===== src/rtl/sobel_pkg.sv =====
`default_nettype none
// ============================================================================
//  Module      : sobel_pkg
//  Description : Shared defaults, pixel type, tap index constants and FSM
//                state encoding for the Sobel 3x3 window generator.
//  Revision    : 1.0 - initial release
// ============================================================================
package sobel_pkg;

    localparam int DEF_IMG_W = 32;
    localparam int DEF_IMG_H = 32;
    localparam int DEF_PIX_W = 8;

    typedef logic [DEF_PIX_W-1:0] pix_t;

    // Tap (r,c) occupies slot 3*r+c of the packed window
    localparam int TAP_R0C0 = 0;
    localparam int TAP_R0C1 = 1;
    localparam int TAP_R0C2 = 2;
    localparam int TAP_R1C0 = 3;
    localparam int TAP_R1C1 = 4;
    localparam int TAP_R1C2 = 5;
    localparam int TAP_R2C0 = 6;
    localparam int TAP_R2C1 = 7;
    localparam int TAP_R2C2 = 8;

    typedef enum logic [1:0] {
        ST_IDLE  = 2'd0,
        ST_RUN   = 2'd1,
        ST_FLUSH = 2'd2,
        ST_DONE  = 2'd3
    } state_t;

    function automatic int tap_index(input int r, input int c);
        return 3 * r + c;
    endfunction

endpackage
`default_nettype wire


===== src/rtl/sobel_line_delay.sv =====
`default_nettype none
// ============================================================================
//  Module      : sobel_line_delay
//  Description : Fixed-length pixel delay line, advanced only when en is high.
//                Together with the 3-tap row registers it spans one image row.
//  Revision    : 1.0 - initial release
// ============================================================================
module sobel_line_delay
    import sobel_pkg::*;
#(
    parameter int DEPTH = DEF_IMG_W - 3,
    parameter int PIX_W = DEF_PIX_W
) (
    input  logic             clk,
    input  logic             en,
    input  logic [PIX_W-1:0] din,
    output logic [PIX_W-1:0] dout
);

    // Contents are don't-care after reset, so the storage carries no reset
    logic [PIX_W-1:0] r_mem [DEPTH];

    // Shift the whole line by one pixel on each enabled cycle
    always_ff @(posedge clk) begin
        if (en) begin
            r_mem[0] <= din;
            for (int i = 1; i < DEPTH; i++) begin
                r_mem[i] <= r_mem[i-1];
            end
        end
    end

    assign dout = r_mem[DEPTH-1];

endmodule
`default_nettype wire


===== src/rtl/sobel_window_gen.sv =====
`default_nettype none
// ============================================================================
//  Module      : sobel_window_gen
//  Description : Builds a 3x3 neighbourhood per centre pixel from a raster
//                pixel stream and emits it with the centre x/y coordinates.
//                Define SOBEL_WIN_PAD_EN to emit every centre with zero padding
//                (adds a FLUSH phase); otherwise only interior centres emit.
//  Revision    : 1.0 - initial release
// ============================================================================
module sobel_window_gen
    import sobel_pkg::*;
#(
    parameter int IMG_W = DEF_IMG_W,
    parameter int IMG_H = DEF_IMG_H,
    parameter int PIX_W = DEF_PIX_W
) (
    input  logic                     clk,
    input  logic                     rst_n,
    input  logic                     sof,
    input  logic                     pix_valid,
    input  logic [PIX_W-1:0]         pix_in,
    output logic                     pix_ready,
    output logic                     win_valid,
    output logic [9*PIX_W-1:0]       win,
    output logic [$clog2(IMG_W)-1:0] win_x,
    output logic [$clog2(IMG_H)-1:0] win_y,
    output logic                     frame_done
);

    localparam int c_xw  = $clog2(IMG_W);
    localparam int c_yow = $clog2(IMG_H);
    // One extra row bit so the counter can walk through the flush triggers
    localparam int c_yw  = $clog2(IMG_H) + 1;

    localparam logic [c_xw-1:0] c_x_zero      = '0;
    localparam logic [c_xw-1:0] c_x_one       = c_xw'(1);
    localparam logic [c_xw-1:0] c_x_last      = c_xw'(IMG_W - 1);
    localparam logic [c_yw-1:0] c_y_zero      = '0;
    localparam logic [c_yw-1:0] c_y_one       = c_yw'(1);
    localparam logic [c_yw-1:0] c_y_two       = c_yw'(2);
    localparam logic [c_yw-1:0] c_y_last      = c_yw'(IMG_H - 1);
    localparam logic [c_yw-1:0] c_y_flush_end = c_yw'(IMG_H + 1);
`ifdef SOBEL_WIN_PAD_EN
    localparam state_t c_end_state = ST_FLUSH;
`else
    localparam state_t c_end_state = ST_DONE;
`endif

    state_t            r_state;
    state_t            w_next_state;
    logic [c_xw-1:0]   r_x;
    logic [c_yw-1:0]   r_y;
    logic              r_pix_ready;
    logic              r_win_valid;
    logic [9*PIX_W-1:0] r_win;
    logic [c_xw-1:0]   r_win_x;
    logic [c_yow-1:0]  r_win_y;
    logic              r_frame_done;

    logic              w_accept;
    logic              w_restart;
    logic              w_adv;
    logic [c_xw-1:0]   w_cur_x;
    logic [c_yw-1:0]   w_cur_y;
    logic              w_x_wrap;
    logic              w_last_pix;
    logic              w_flush_end;
    logic [c_xw-1:0]   w_cx;
    logic [c_yw-1:0]   w_cy;
    logic              w_cvalid;
    logic              w_emit;
    logic [2:0]        w_keep_row;
    logic [2:0]        w_keep_col;
    logic [PIX_W-1:0]  w_din;
    logic [PIX_W-1:0]  w_ld0_out;
    logic [PIX_W-1:0]  w_ld1_out;
    logic [PIX_W-1:0]  r_row  [3][3];
    logic [PIX_W-1:0]  w_rows [3][3];
    logic [9*PIX_W-1:0] w_win;

    assign w_accept    = pix_valid && r_pix_ready;
    assign w_restart   = w_accept && sof;
    // A sof pixel is always (0,0), whatever the counters held before
    assign w_cur_x     = w_restart ? c_x_zero : r_x;
    assign w_cur_y     = w_restart ? c_y_zero : r_y;
    assign w_x_wrap    = (w_cur_x == c_x_last);
    assign w_last_pix  = w_x_wrap && (w_cur_y == c_y_last);
    assign w_flush_end = (r_x == c_x_zero) && (r_y == c_y_flush_end);
    assign w_din       = (r_state == ST_FLUSH) ? '0 : pix_in;

    // Next-state and pipeline-advance decode
    always_comb begin
        w_next_state = r_state;
        w_adv        = 1'b0;
        case (r_state)
            ST_IDLE: begin
                if (w_restart) begin
                    w_next_state = ST_RUN;
                    w_adv        = 1'b1;
                end
            end
            ST_RUN: begin
                if (w_accept) begin
                    w_adv = 1'b1;
                    if (w_last_pix) w_next_state = c_end_state;
                end
            end
            ST_FLUSH: begin
                w_adv = 1'b1;
                if (w_flush_end) w_next_state = ST_DONE;
            end
            ST_DONE: begin
                w_adv        = w_restart;
                w_next_state = w_restart ? ST_RUN : ST_IDLE;
            end
            default: w_next_state = ST_IDLE;
        endcase
    end

    // State register, trigger-position counters and ready flag
    always_ff @(posedge clk) begin
        if (!rst_n) begin
            r_state     <= ST_IDLE;
            r_x         <= '0;
            r_y         <= '0;
            r_pix_ready <= 1'b0;
        end else begin
            r_state     <= w_next_state;
            r_pix_ready <= (w_next_state != ST_FLUSH);
            if (w_adv) begin
                r_x <= w_x_wrap ? c_x_zero : w_cur_x + c_x_one;
                r_y <= w_x_wrap ? w_cur_y + c_y_one : w_cur_y;
            end
        end
    end

    // The trigger sits IMG_W+1 elements after the centre; step back one
    // column and one row, borrowing a row when the trigger is in column 0
    always_comb begin
        if (w_cur_x == c_x_zero) begin
            w_cx     = c_x_last;
            w_cy     = w_cur_y - c_y_two;
            w_cvalid = (w_cur_y >= c_y_two);
        end else begin
            w_cx     = w_cur_x - c_x_one;
            w_cy     = w_cur_y - c_y_one;
            w_cvalid = (w_cur_y >= c_y_one);
        end
    end

`ifdef SOBEL_WIN_PAD_EN
    assign w_emit     = w_adv && w_cvalid;
    assign w_keep_row = {(w_cy != c_y_last), 1'b1, (w_cy != c_y_zero)};
    assign w_keep_col = {(w_cx != c_x_last), 1'b1, (w_cx != c_x_zero)};
`else
    // Interior only: edge centres would see wrapped or missing neighbours
    assign w_emit     = w_adv && w_cvalid &&
                        (w_cx != c_x_zero) && (w_cx != c_x_last) &&
                        (w_cy != c_y_zero) && (w_cy < c_y_last);
    assign w_keep_row = 3'b111;
    assign w_keep_col = 3'b111;
`endif

    sobel_line_delay #(.DEPTH(IMG_W - 3), .PIX_W(PIX_W)) u_line1 (
        .clk  (clk),
        .en   (w_adv),
        .din  (r_row[2][0]),
        .dout (w_ld1_out)
    );

    sobel_line_delay #(.DEPTH(IMG_W - 3), .PIX_W(PIX_W)) u_line0 (
        .clk  (clk),
        .en   (w_adv),
        .din  (r_row[1][0]),
        .dout (w_ld0_out)
    );

    // Row contents as they will be after this cycle's shift
    always_comb begin
        for (int r = 0; r < 3; r++) begin
            w_rows[r][0] = r_row[r][1];
            w_rows[r][1] = r_row[r][2];
        end
        w_rows[0][2] = w_ld0_out;
        w_rows[1][2] = w_ld1_out;
        w_rows[2][2] = w_din;
    end

    // Three-tap row shift registers
    always_ff @(posedge clk) begin
        if (w_adv) begin
            for (int r = 0; r < 3; r++) begin
                for (int c = 0; c < 3; c++) begin
                    r_row[r][c] <= w_rows[r][c];
                end
            end
        end
    end

    // Pack the taps, zeroing any row/column that falls outside the image
    always_comb begin
        w_win = '0;
        for (int r = 0; r < 3; r++) begin
            for (int c = 0; c < 3; c++) begin
                if (w_keep_row[r] && w_keep_col[c]) begin
                    w_win[tap_index(r, c)*PIX_W +: PIX_W] = w_rows[r][c];
                end
            end
        end
    end

    // Output registers
    always_ff @(posedge clk) begin
        if (!rst_n) begin
            r_win_valid  <= 1'b0;
            r_win        <= '0;
            r_win_x      <= '0;
            r_win_y      <= '0;
            r_frame_done <= 1'b0;
        end else begin
            r_win_valid  <= w_emit;
            r_frame_done <= (r_state == ST_DONE);
            if (w_emit) begin
                r_win   <= w_win;
                r_win_x <= w_cx;
                r_win_y <= w_cy[c_yow-1:0];
            end
        end
    end

    assign pix_ready  = r_pix_ready;
    assign win_valid  = r_win_valid;
    assign win        = r_win;
    assign win_x      = r_win_x;
    assign win_y      = r_win_y;
    assign frame_done = r_frame_done;

endmodule
`default_nettype wire


===== config.mk =====
export PLATFORM = sky130hd
export DESIGN_NAME = sobel_window_gen
export DESIGN_NICKNAME = d
export VERILOG_FILES = /design/src/rtl/sobel_pkg.sv /design/src/rtl/sobel_line_delay.sv /design/src/rtl/sobel_window_gen.sv
export SDC_FILE = /design/constraint.sdc
export NUM_CORES = 1
export LEC_CHECK = 0
export ABC_CLOCK_PERIOD_IN_PS = 33000
export CAP_MARGIN = 15
export CELL_PAD_IN_SITES_DETAIL_PLACEMENT = 0
export CELL_PAD_IN_SITES_GLOBAL_PLACEMENT = 1
export CORE_MARGIN = 1.5
export CORE_UTILIZATION = 30
export DETAILED_ROUTE_END_ITERATION = 10
export PLACE_DENSITY_LB_ADDON = 0.1
export SYNTH_ARGS = -nofsm -noshare
export SYNTH_HDL_FRONTEND = slang
export SYNTH_SLANG_ARGS = --single-unit

===== constraint.sdc =====
create_clock -name clk -period 33 [get_ports clk]
set_input_delay 9.9 -clock clk [delete_from_list [all_inputs] [get_ports clk]]
set_output_delay 9.9 -clock clk [all_outputs]
set_load 0.05 [all_outputs]

## Yosys cells after proc, flatten, opt, wreduce, memory -nomap -nowiden

Memories as Yosys holds them, arrays and structs flattened.
Cells that the tools add are included.

- Bitwise operators: 0
- Equality and inequality tests: 8
- Reduce and logical (&&, ||, !) cells: 14
- Shifts and indexed selects: 0
- Multipliers: 0
- $lt $le $gt $ge: 3
- Add/subtract/negate cells: 5
- Multiplexer cells: 19
- Div/mod/pow operators: 0

Operators with widths:

| operator | count |
|---|---|
| 2-to-1 mux 6 bit | 3 |
| 2-to-1 mux 5 bit | 3 |
| logical NOT 5 bit | 2 |
| logical AND 1 bit | 9 |
| 2-to-1 mux 2 bit | 4 |
| 2-to-1 mux 8 bit | 1 |
| one-hot mux 2 bit (4 select lines) | 1 |
| adder 6 x 1 -> 6 bit (second input constant) | 1 |
| == test 6 x 5 -> 1 bit (second input constant) | 1 |
| == test 6 bit (second input constant) | 1 |
| greater-or-equal comparator 6 x 1 -> 1 bit (second input constant) | 1 |
| greater-or-equal comparator 6 x 2 -> 1 bit (second input constant) | 1 |
| less-than comparator 6 x 5 -> 1 bit (second input constant) | 1 |
| 2-to-1 mux 1 bit | 6 |
| nonzero test 6 bit | 1 |
| subtractor 6 x 1 -> 6 bit (second input constant) | 1 |
| subtractor 6 x 2 -> 6 bit (second input constant) | 1 |
| adder 5 x 1 -> 5 bit (second input constant) | 1 |
| == test 5 bit (second input constant) | 1 |
| inequality test 5 bit (second input constant) | 1 |
| nonzero test 5 bit | 1 |
| subtractor 5 x 1 -> 5 bit (second input constant) | 1 |
| == test 2 bit (second input constant) | 2 |
| one-hot mux 1 bit (4 select lines) | 1 |
| 3 further kinds | 3 |

- Input port bits: 12
- Memories kept: 3
- Bits in read-only memories: 0
- Logic and storage cells: 61
- Memory bits (writable): 536
- Bits in registers: 98
- Bits in latches: 0
- Output and inout port bits: 85

Memory list:

| name | words | width | rd ports | clocked after Yosys merged registers in | wr ports | RTL line | RTL |
|---|---|---|---|---|---|---|---|
| u_line0.r_mem | 29 | 8 | 29 | 0 | 29 | sobel_line_delay.sv:21 | `logic [PIX_W-1:0] r_mem [DEPTH];` |
| u_line1.r_mem | 29 | 8 | 29 | 0 | 29 | sobel_line_delay.sv:21 |  |
| r_row | 3 | 24 | 3 | 0 | 3 | sobel_window_gen.sv:77 | `logic [PIX_W-1:0] r_row [3][3];` |

## Depth between registers and ports, before layout

- Word-level depth: 10
- Depth in mapped cells: 13
- Depth with buffers taken out: 12

## Modules after synthesis

From an unflattened synthesis, not the netlist that was laid out.

- Cell total of the unflattened synthesis: 1094
- Area, all modules: 20658.6 µm²

Modules (own cells, without submodules):

| module | seq. area each (µm²) | instances | cells an instance | area an instance (µm²) |
|---|---|---|---|---|
| sobel_line_delay | 6966.7 | 2 | 232 | 6966.7 |
| sobel_window_gen | 3883.7 | 1 | 630 | 6725.2 |

## Worst setup path before layout

Ideal clock, no wire load.

- Kind: input to register
- Start point: in sof
- End point: reg r_y[1]
- Data required time: 32.887 ns
- Path buffers: 1
- Setup slack: 6.655 ns
- Setup time: 0.113 ns
- Arrival time: 26.232 ns
- Cell stages on the path: 5
- Cell sequence: mux2_2 a32o_1 clkbuf_1 a32oi_1 nor2_1

- Elaborated cells between the ends (all ways): 8
- Classes of those cells: add/sub (1); eq/ne (1); mux (5); reduce/logical (1)

RTL lines:

| element | RTL line | RTL |
|---|---|---|
| start, declared | sobel_window_gen.sv:19 | `input logic sof,` |
| logical AND 1 bit * | sobel_window_gen.sv:82 | `assign w_restart = w_accept && sof;` |
| 2-to-1 mux 1 bit | sobel_window_gen.sv:97 | `if (w_restart) begin` |
| one-hot mux 1 bit (4 select lines) * | sobel_window_gen.sv:95 | `case (r_state)` |
| named net u_line0.en | sobel_line_delay.sv:15 | `input logic en,` |
| end signal, assigned | sobel_window_gen.sv:132 | `r_y <= w_x_wrap ? w_cur_y + c_y_one : w_cur_y;` |
| end, declared | sobel_window_gen.sv:52 | `logic [c_yw-1:0] r_y;` |

Mark *: on every way through the listed nets, which the timed path passes. The rest lies on a longest branch.
A chain may end at the register's enable or synchronous reset.

## Worst setup path after layout

- Start point: in pix_valid
- End point: reg r_win[54], in the netlist win[54]

- Longest elaborated chain between the ends: 10
- Elaborated cells between the ends (all ways): 25
- Classes of those cells: add/sub (3); order compare (3); eq/ne (1); mux (8); reduce/logical (10)

RTL lines:

| element | RTL line | RTL |
|---|---|---|
| start, declared | sobel_window_gen.sv:20 | `input logic pix_valid,` |
| logical AND 1 bit * | sobel_window_gen.sv:81 | `assign w_accept = pix_valid && r_pix_ready;` |
| branches (longest 8 deep; another with subtractor 6 x 1 -> 6 bit) | -- |  |
| logical AND 1 bit * | sobel_window_gen.sv:159 | `(w_cy != c_y_zero) && (w_cy < c_y_last);` |
| end signal, assigned | sobel_window_gen.sv:224 | `r_win <= w_win;` |
| end, declared | sobel_window_gen.sv:55 | `logic [9*PIX_W-1:0] r_win;` |

Every way passes the cells marked *.

==> flow_summary.ini <==
[run_status]
status = completed

[routing]
vias = 9068
drc = 0
ant_nets = 0
wl_per_cell_um = 16.0
first_iter_violations = 651
dr.pass1.iters = 5
routed_wl_mm = 34.2
avgViaCountPerCell = 4.25

[logic_synthesis]
postSynthAreaPerCell_um2 = 19.1
synth_seq_area_share_pct = 86.6
synth_cell_types = 55
async_flop_share_pct = 0
synthFlopType = edfxtp_1
synth_enable_flop_cells = 528
post_synth_instance_area_um2 = 20600
ys_warn_count = 0
mappedNetlistNets = 1101
ys_ff_latch = 626
netlist_instances = 1078

[sta]
setup_violations = 0
period_minus_slack_ns = 13.76
hold_viol = 0
period_share_pct = 41.7
rsz0062_at_grt = false
worstMarginPinSlew_ns = 1.20
finClkSkew_ns = 0.0192
fmax_ghz = 0.0727
drv_slew = 0
slew_headroom_pct = 19.7
setup-tns-final_ns = 0

[global_route]
overflow = 0
grt_pass1_vias = 9083
grt.total_usage_pct = 9.87
grt_max_degree = 207
antenna_found_initial = 0
grt_pass1_wl_mm = 54.3

[cells_and_area]
nFillCells = 6334
fin_area_um2 = 24600
final_cell_mix = edfxtp_1 (528), nand2_1 (176), dfxtp_1 (98)
area.sequential_um2 = 17800
syn2layout_area_growth_pct = 19.6
final_common_cell = edfxtp_1
multi_input_area_um2 = 2500
diodes = 0
layout.nets = 1232
drive_gt1_share_pct = 9.12
fin_cells = 2134

[worst_setup_path]
cp-startpoint = pix_valid
crit_chain = clkdlybuf4s50_1 > nand3_1 > nand2_1 > inv_1 > ha_1 > nor3b_1 > a221o_1 > a221oi_2 > o211a_4 > buf_4 > mux2i_1
critPathCaptureType = flop
path_class = in2reg
cp.arrival_ns = 14.27
start_kind = input port
crit_required_ns = 33.51
cp_slowest_cell = buf_4
crit_path_max_fanout = 52
r2r-start = pix_ready$_SDFF_PN0_
critical_path.max_stage_delay_ns = 0.84

[cts]
clockBufferDepth = 3
htree_levels = 3
cts_buffers = 69
ctsResizeCount = 0
cts_sinks = 626
post-cts-setup-buffers = 0
postCtsHoldBufs = 0
clk_latency_ns = 0.59
clockRootBuffer = clkbuf_16
cts_tree = built
clk_pin_slew_ns = 0.06

[floorplan]
initial_utilization_pct = 30.5
die_h_um = 265
dieArea_um2 = 70100
io_pins = 97
rows = 95
core_um2 = 67500
die_x_um = 265

[hold_path]
hold_start = u_line1.r_mem[1][57]$_DFFE_PP_
hold_path.class = reg2reg

[placed_design]
place.gp.congestion = 0.721
post_dp_cell_area_um2 = 22500
dpl.hpwl_mm = 17.6
numPortBuffers = 96
dp.cells = 2011

[pwr]
power_density_nw_per_um2 = 67.8
vdd_drop_max_v = 0.0000306
p_leak_nw = 7.52

[run]
drv_cap = 0
## worst max-delay path, delay by kind of cell
kind | cells | cell delay (ns)
multiplexers | 1 | 0.27
adder cells (fa/ha/maj) | 1 | 0.20
AO/OA/AOI/OAI | 3 | 1.26
AND/OR/NAND/NOR | 3 | 0.95
buffers and inverters | 3 | 1.50
## state kept, by name, summed over array words and instances (netlist names), 2 cells and up
| name | cells |
|---|---|
| u_line0.r_mem | 232 |
| u_line1.r_mem | 232 |
| win | 72 |
| r_row | 64 |
| r_y | 6 |
| r_x | 5 |
| win_x | 5 |
| win_y | 5 |
| r_state | 2 |
## final timing paths
check,end,slack (ns),cells past startpoint
min reg2reg,u_line1.r_mem[1][65]$_DFFE_PP_,0.41,0
min,u_line1.r_mem[1][65]$_DFFE_PP_,0.41,0
max reg2reg,win[54]$_SDFFE_PN0P_,28.68,10
max,win[54]$_SDFFE_PN0P_,19.24,11
## synth_stat cells, drive strengths merged (2+ instances only)
library cell	n	area share [%]
edfxtp	528	77
nand2	176	3.2
dfxtp	98	9.5
mux2i	84	4.1
clkbuf	31	0.57
nor2	25	0.50
buf	12	0.54
ha	11	0.67
inv	10	0.18
o21ai	10	0.26
nand3	8	0.19
nor2b	8	0.24
nor3	7	0.17
a21oi	6	0.15
o31ai	6	0.22
and3	5	0.15
nor4	5	0.18
a21o	4	0.15
xor2	4	0.17
a32oi	3	0.13
nand2b	3	0.091
nand3b	3	0.11
o211ai	3	0.13
a211oi	2	0.073
a31o	2	0.085
and2	2	0.061
nand4	2	0.061
or3	2	0.085
xnor2	2	0.085
## where the power goes
part           switching (mW)  leakage (nW)  internal [mW]  total (mW)
sequential            0.00877          5.22          0.896       0.905
clock                   0.299          1.03          0.422       0.721
combinational          0.0334          1.27        0.00762      0.0410
## stage by stage
stage / setup WS (ns) / power (mW) / hold slack, ns / util (%)
global placement: 18.69 / 0.963 / 0.401 / 33.3
global route: 18.94 / 1.74 / 0.403 / 36.4
CTS: 19.19 / 1.70 / 0.401 / 36.4
floorplan: 6.66 / 0.980 / 0.400 / -
finish: 19.24 / 1.67 / 0.406 / 36.4
detailed placement: 18.55 / 0.964 / 0.405 / 33.3
## cell type report
| type | count | area share, % |
|---|---|---|
| Clock buffer | 97 | 7.79 |
| Clock inverter | 26 | 0.809 |
| Inverter | 10 | 0.153 |
| Multi-Input combinational cell | 399 | 10.2 |
| Sequential cell | 626 | 72.5 |
| Tap cell | 873 | 4.44 |
| Timing Repair Buffer | 103 | 4.18 |
## cell families after synthesis
group	share of synthesized area, %
adder cells (fa/ha/maj)	0.669
flip-flops	86.6
AND/OR/NAND/NOR	5.16
XOR/XNOR	0.256
buffers and inverters	1.30
AO/OA/AOI/OAI	1.84
multiplexers	4.14
## layer usage
metal	track usage, %	share of wire [%]	wire length (um)
met5	0	0	0
met4	3.85	2.6	903
met3	3.33	5.4	1850
met2	13.9	42	14500
met1	14.0	50	16900
Power figures use the tool's default switching activity.
